$ cat src/rtl/alu_op_sched.sv
// Round-robin scheduler and sequencer for the signed ALU unit blocks.
// Issues one op at a time, waits for the unit flag or a timeout, then returns a tagged response.
module alu_op_sched #(
  parameter int WIDTH   = 16,
  parameter int TIMEOUT = 4
) (
  input  logic             clk,
  input  logic             rst,
  input  logic             req0_valid,
  input  logic             req1_valid,
  output logic             req0_ready,
  output logic             req1_ready,
  input  logic [WIDTH-1:0] req0_a,
  input  logic [WIDTH-1:0] req0_b,
  input  logic [WIDTH-1:0] req1_a,
  input  logic [WIDTH-1:0] req1_b,
  input  logic [3:0]       req0_fun,
  input  logic [3:0]       req1_fun,
  output logic [WIDTH-1:0] op_a,
  output logic [WIDTH-1:0] op_b,
  output logic [1:0]       op_fun,
  output logic             arith_enable,
  output logic             logic_enable,
  output logic             cmp_enable,
  output logic             shift_enable,
  input  logic             arith_flag,
  input  logic             logic_flag,
  input  logic             cmp_flag,
  input  logic             shift_flag,
  input  logic [WIDTH-1:0] arith_out,
  input  logic [WIDTH-1:0] logic_out,
  input  logic [WIDTH-1:0] cmp_out,
  input  logic [WIDTH-1:0] shift_out,
  output logic             resp_valid,
  input  logic             resp_ready,
  output logic [WIDTH-1:0] resp_data,
  output logic             resp_id,
  output logic             resp_err
);

  localparam int CW = $clog2(TIMEOUT + 1);

  typedef enum logic [1:0] {IDLE, ISSUE, WAIT, RESP} state_t;

  state_t           state, state_nxt;
  logic             ptr;      // 1: req1 has priority on a tie
  logic [1:0]       grant;
  logic             accept;
  logic [1:0]       unit_q;
  logic             id_q;
  logic [CW-1:0]    cnt;
  logic             limit;
  logic             sel_flag;
  logic [WIDTH-1:0] sel_out;
  logic [3:0]       en;

  // Gated by rst so no ready line is seen while reset is held.
  always_comb begin
    grant = 2'b00;
    if (rst && state == IDLE) begin
      if (req0_valid && req1_valid) grant = ptr ? 2'b10 : 2'b01;
      else                          grant = {req1_valid, req0_valid};
    end
  end

  assign accept     = |grant;
  assign req0_ready = grant[0];
  assign req1_ready = grant[1];

  always_comb begin
    sel_flag = 1'b0;
    sel_out  = '0;
    case (unit_q)
      2'b00: begin sel_flag = arith_flag; sel_out = arith_out; end
      2'b01: begin sel_flag = logic_flag; sel_out = logic_out; end
      2'b10: begin sel_flag = cmp_flag;   sel_out = cmp_out;   end
      default: begin sel_flag = shift_flag; sel_out = shift_out; end
    endcase
  end

  // Limit is reached on the WAIT cycle whose increment would hit TIMEOUT.
  assign limit = (cnt == CW'(TIMEOUT - 1));

  always_ff @(posedge clk or negedge rst) begin
    if (!rst) state <= IDLE;
    else      state <= state_nxt;
  end

  always_comb begin
    state_nxt = state;
    en        = 4'b0000;
    case (state)
      IDLE:  if (accept) state_nxt = ISSUE;
      ISSUE: begin
        en[unit_q] = 1'b1;
        state_nxt  = WAIT;
      end
      WAIT:  if (sel_flag || limit) state_nxt = RESP;
      RESP:  if (resp_ready) state_nxt = IDLE;
      default: state_nxt = IDLE;
    endcase
  end

  assign arith_enable = en[0];
  assign logic_enable = en[1];
  assign cmp_enable   = en[2];
  assign shift_enable = en[3];
  assign resp_valid   = (state == RESP);
  assign resp_id      = id_q;

  always_ff @(posedge clk or negedge rst) begin
    if (!rst) begin
      ptr       <= 1'b0;
      op_a      <= '0;
      op_b      <= '0;
      op_fun    <= '0;
      unit_q    <= '0;
      id_q      <= 1'b0;
      cnt       <= '0;
      resp_data <= '0;
      resp_err  <= 1'b0;
    end else begin
      if (accept) begin
        op_a   <= grant[1] ? req1_a        : req0_a;
        op_b   <= grant[1] ? req1_b        : req0_b;
        op_fun <= grant[1] ? req1_fun[1:0] : req0_fun[1:0];
        unit_q <= grant[1] ? req1_fun[3:2] : req0_fun[3:2];
        id_q   <= grant[1];
        ptr    <= grant[0];
      end
      if (state == ISSUE) cnt <= '0;
      if (state == WAIT) begin
        if (sel_flag) begin
          resp_data <= sel_out;
          resp_err  <= 1'b0;
        end else if (limit) begin
          resp_data <= '0;
          resp_err  <= 1'b1;
        end else begin
          cnt <= cnt + CW'(1);
        end
      end
    end
  end

endmodule

$ cat config.mk
export PLATFORM = sky130hd
export DESIGN_NAME = alu_op_sched
export DESIGN_NICKNAME = d
export VERILOG_FILES = /design/src/rtl/alu_op_sched.sv
export SDC_FILE = /design/constraint.sdc
export NUM_CORES = 1
export LEC_CHECK = 0
export BUFFER_PORTS_ARGS = -buffer_cell sky130_fd_sc_hd__buf_2
export CAP_MARGIN = 20
export CORE_MARGIN = 4
export CORE_UTILIZATION = 35
export CTS_BUF_LIST = sky130_fd_sc_hd__clkbuf_16
export CTS_CLUSTER_SIZE = 8
export DETAILED_ROUTE_END_ITERATION = 8
export HOLD_SLACK_MARGIN = 0.08
export PLACE_DENSITY = 0.77
export SETUP_SLACK_MARGIN = 0.02
export SYNTH_ARGS = -nofsm -noshare
export SYNTH_HDL_FRONTEND = slang
export SYNTH_SLANG_ARGS = --single-unit
$ cat constraint.sdc
create_clock -name clk -period 2.4 [get_ports clk]
set_input_delay 0.12 -clock clk [delete_from_list [all_inputs] [get_ports clk]]
set_output_delay 0.12 -clock clk [all_outputs]
set_load 0.02 [all_outputs]
==> After elaboration in Yosys (flattened, before gate mapping) <==
Cells that the tools add are included.
W data, S select, Z words.
{ "op_classes": {"n_addsub": 1, "n_lt_le_gt_ge": 2, "eq_ne": 9, "muxes": 24, "reduce_logical": 10} }
{ "ops": {"columns": ["operator", "count"], "rows": [
  ["$mux W16", 4],
  ["$pmux W16 S3", 1],
  ["$mux W2", 8],
  ["$mux W3", 4],
  ["$pmux W2 S4", 1],
  ["$eq A2 B2 Y1 const B", 3],
  ["$eq A2 B1 Y1 const B", 2],
  ["$logic_not A2 Y1", 2],
  ["$mux W4", 1],
  ["$ne A2 B2 Y1 const B", 2],
  ["$add A3 B1 Y3 const B", 1],
  ["$eq A3 B2 Y1 const B", 1],
  ["$logic_and A1 B1 Y1", 3],
  ["$lt A2 B3 Y1 const B", 1],
  ["$mux W1", 3],
  ["$pmux W1 S3", 1],
  ["$reduce_and A3 Y1", 1],
  ["$demux W1 S2", 1],
  ["$ge A2 B1 Y1 const B", 1],
  ["$ne A2 B1 Y1 const B", 1],
  ["$reduce_and A2 Y1", 1],
  ["$reduce_bool A2 Y1", 1],
  ["$reduce_or A2 Y1", 1],
  ["$logic_or A1 B1 Y1", 1]
]} }
{ "totals": {"reg_bits": 60, "in_bits": 145, "output_inout_bits": 59, "word_cells": 56} }

==> Logic depth before layout (Yosys ltp) <==
{ "logic_depth": {"word_depth": 6, "mapped_depth": 8, "ltp_nobuf": 6} }

==> Worst setup path before layout <==
OpenSTA, ideal clock, no wires.
{ "synth_path": {"path_kind": "reg2reg", "startpoint": "register state[0]", "endpoint": "register op_a[0]", "setup_time_ns": 0.066, "arrival_ns": 1.698, "required_time_ns": 2.334, "setup_slack_ns": 0.636, "path_stages_with_launch": 9, "n_path_buf": 2, "synth_period_minus_slack_ns": 1.764, "path_cell_list": "dfrtp_1 inv_1 ha_1 nand3_1 a21oi_1 clkbuf_1 clkbuf_1 a22oi_1 nand2_1"} }
{ "synth_between": {"elab_chain_len": 4, "elab_cells_between_ends": 5, "cone_classes": "2 x mux; 3 x reduce/logical"} }
{ "synth_lines": {"columns": ["element", "line_no", "rtl"], "rows": [
  ["from (decl)", "45", "state_t state, state_nxt;"],
  ["from (signal assigned)", "86", "else state <= state_nxt;"],
  ["$logic_not A2 Y1 *", "60", "if (rst && state == IDLE) begin"],
  ["$logic_and A1 B1 Y1 *", "60", null],
  ["$mux W2 *", "60", null],
  ["$mux W16 / $reduce_or A2 Y1 (equally long branches)", "124, 66", null],
  ["to (signal assigned)", "124", "op_a <= grant[1] ? req1_a : req0_a;"],
  ["to (decl)", "19", "output logic [WIDTH-1:0] op_a,"]
]} }
Every way passes the cells marked *; elsewhere a longest branch is shown, timed or not.
A chain may end at the register's enable or synchronous reset.

==> Worst setup path in the final report <==
{ "layout_path": {"startpoint": "register state[1]", "endpoint": "register op_fun[1]"} }
{ "layout_between": {"elab_chain_len": 4, "elab_cells_between_ends": 5, "cone_classes": "2 x mux; 3 x reduce/logical"} }
{ "layout_lines": {"columns": ["element", "line_no", "rtl"], "rows": [
  ["$logic_not A2 Y1 *", "60", null],
  ["$logic_and A1 B1 Y1 *", "60", null],
  ["$mux W2 *", "60", null],
  ["$mux W2 / $reduce_or A2 Y1 (equally long branches)", "126, 66", null],
  ["to (signal assigned)", "126", "op_fun <= grant[1] ? req1_fun[1:0] : req0_fun[1:0];"],
  ["to (decl)", "21", "output logic [1:0] op_fun,"]
]} }
Marked as above.

==> metrics.txt <==
global routing's busiest layer met2; warnings from Yosys 0; commonest non-fill, non-tap cell in the layout buf_2; CTS Buf Count 9; Final Instance Area 5200 um^2; Sequential Area 1500 um^2; Slew Viols, Final 0; vias post-DR 3328; worst skew pair latency 0.31 ns; Hold/Removal Path Class in -> reg; Period Utilization, post-route 90.5%; Clock transition at path regs 0.05 ns; status finished, final reports clean; actual slew at the worst max-slew pin 0.687 ns; Pwr per Cell Area 1120 nW/um^2; worst reg2reg setup slack 0.23 ns; first-pass GRT wire length 17300 um; synthesized flop and latch total 60; # IOs 204; final hold viol count 0; register share of total power 29.9%; CP arrival 2.43 ns; max-cap viol count 0; routing usage on met2 38.9%; Fillers 650; die area 10000 um^2; area occupied by multi-input gates 1370 um^2; CP Max Fanout 35; fmax 460 MHz; switching power 2240 uW; antenna violations before repair 0; Tmin final 2.17 ns; Residual DRC 0; Net Count, Synth 415; Leak 0.00264 uW; post-DP HPWL 7570 um; RSZ-0062 raised after global routing no; share of total power in the clock network 22.7%; met1 Usage GRT 25.1%; Pre-antenna DRT Iters 4; CTS tree done; clk buf depth 2; Placed Instance Area 4130 um^2; syn avg cell area 11.2 um^2; Cells after Synth 264; post-DR vias/cell 5.08; Crit path required time 2.66 ns; share of post-route cells with drive strength above 1 45.4%; H-tree depth 3; internal power 3580 uW; Fin Setup TNS 0 ns; CTS sink cnt 60; final-report setup violation count 0; Die W 100 um; Iteration-0 DRC Markers 97; Area Overhead vs Synth 75.3%; kind of critical path reg -> reg; cell row count 33; Synth cell types 31; final worst clock skew 0.00549 ns; largest net degree at the start of global routing 44; CP Capture Type register; nets@finish 695; gr ovfl total 0; core footprint 8220 um^2; vias in the first global route 3566; Wirelength per Cell 16.9 um; Post-DRT Antenna Nets 0; Post-synth EDFFs 0; # port buffers 203; Placed Instances 561; Max-slew headroom 54.2%; die height 100 um; GRT Total Usage 22.1%; Max IR drop VDD 0.479 mV; Switching Fraction 38.5%; routed wire length 11100 um; commonest non-fill, non-tap cells in the layout buf_2 (202), nand2_1 (74), dlygate4sd3_1 (73), dfrtp_1 (60), a22oi_1 (36); Seq/Total Area, Yosys 50.6%; Synth async-reset ratio 100%; ys flop type dfrtp_1; GR Util met3 5.49%; Final GP Congestion 0.975; Syn Std Cell Area 2970 um^2; Post-Layout Cell Count 655; CP Launch Type register; combinational power share 47.4%; Initial Util 36.1%; clock root buffer clkbuf_16
## layout make-up
type,count,share of cell area [%]
inverter,7,0.505
timing repair buffer,287,35.7
clock inverter,7,1.61
multi-input combinational,179,26.4
tap,105,2.53
clock buffer,9,4.33
sequential,60,28.9
antenna,1,0.0481
## cell usage after synthesis, drive strengths merged, types with 2 or more instances
library cell,instances,area [um^2]
a22o,16,140
mux4,17,383
nor2b,3,18.8
nand2b,2,12.5
a22oi,36,270
buf,6,42.5
nand2,74,278
nor2,3,11.3
ha,6,75.1
dfrtp,60,1500
inv,7,26.3
a21oi,4,20.0
clkbuf,12,45.0
o21ai,5,28.8
nand3,2,10.0
## timing repair
action,in CTS,in global routing
hold buffers,73,0
endpoints found under the setup margin,0,32
endpoints found under the hold margin,53,0
resized for setup,0,1
buffers inserted,0,4
## layer usage
layer	wire, um	vias up
li1	-	1527
met4	386	0
met5	0	-
met2	5680	198
met3	1080	33
met1	3950	1570
## registers in the layout, summed over array words and instances, names as in the netlist
| register | count |
|---|---|
| ptr | 1 |
| state | 2 |
| resp_data | 16 |
| resp_id | 1 |
| op_fun | 2 |
| resp_err | 1 |
| op_b | 16 |
| unit_q | 2 |
| op_a | 16 |
| cnt | 3 |
## power groups by stage
| stage | clock, uW | sequential (uW) | combinational, uW |
|---|---|---|---|
| after floorplan | 0 | 2210 | 1240 |
| after global placement | 0 | 1740 | 2530 |
| after detailed placement | 0 | 1740 | 2590 |
| after CTS | 1350 | 1740 | 2750 |
| after global routing | 1410 | 1790 | 3000 |
| final | 1320 | 1740 | 2760 |
## per-stage QoR
stage | setup slack (ns) | hold WS (ns) | total power (uW) | util [%]
6_report | 0.228 | 0.183 | 5830 | 63.3
4_1_cts | 0.0538 | 0.195 | 5840 | 62.9
5_1_grt | 0.0669 | 0.241 | 6200 | 63.3
2_1_floorplan | 0.636 | -0.176 | 3460 | -
3_5_place_dp | 0.547 | 0.121 | 4330 | 50.2
3_3_place_gp | 0.613 | 0.116 | 4270 | 50.2
## final timing paths
| path | from | cells past startpoint | endpoint |
|---|---|---|---|
| min | resp_ready | 4 | state[0]$_DFFE_PN0P_ |
| max reg2reg | state[1]$_DFFE_PN0P_ | 8 | op_fun[1]$_DFFE_PN0P_ |
| min in group asynchronous | rst | 2 | op_a[4]$_DFFE_PN0P_ |
| max | state[1]$_DFFE_PN0P_ | 8 | op_fun[1]$_DFFE_PN0P_ |
| min reg2reg | op_b[5]$_DFFE_PN0P_ | 2 | op_b[5]$_DFFE_PN0P_ |
| max in group asynchronous | rst | 3 | op_a[0]$_DFFE_PN0P_ |
## logic make-up after synthesis
kind of cell,after synthesis,synth area share [%]
and+or+nand+nor,89,12.7
AOI/OAI and AO/OA,65,16.6
muxes,19,13.7
buffers and inverters,25,3.84
adders and majority gates,6,2.53
DFF,60,50.6
## worst max-delay path: stages, from the launching register on
cell           delay [ns]
dfrtp_1              0.41
inv_1                0.13
ha_1                 0.23
nand3_1              0.15
a21oi_4              0.19
buf_12               0.20
a22oi_1              0.13
dlygate4sd3_1        0.59
nand2_1              0.06
(Power assumes the default switching activity.)
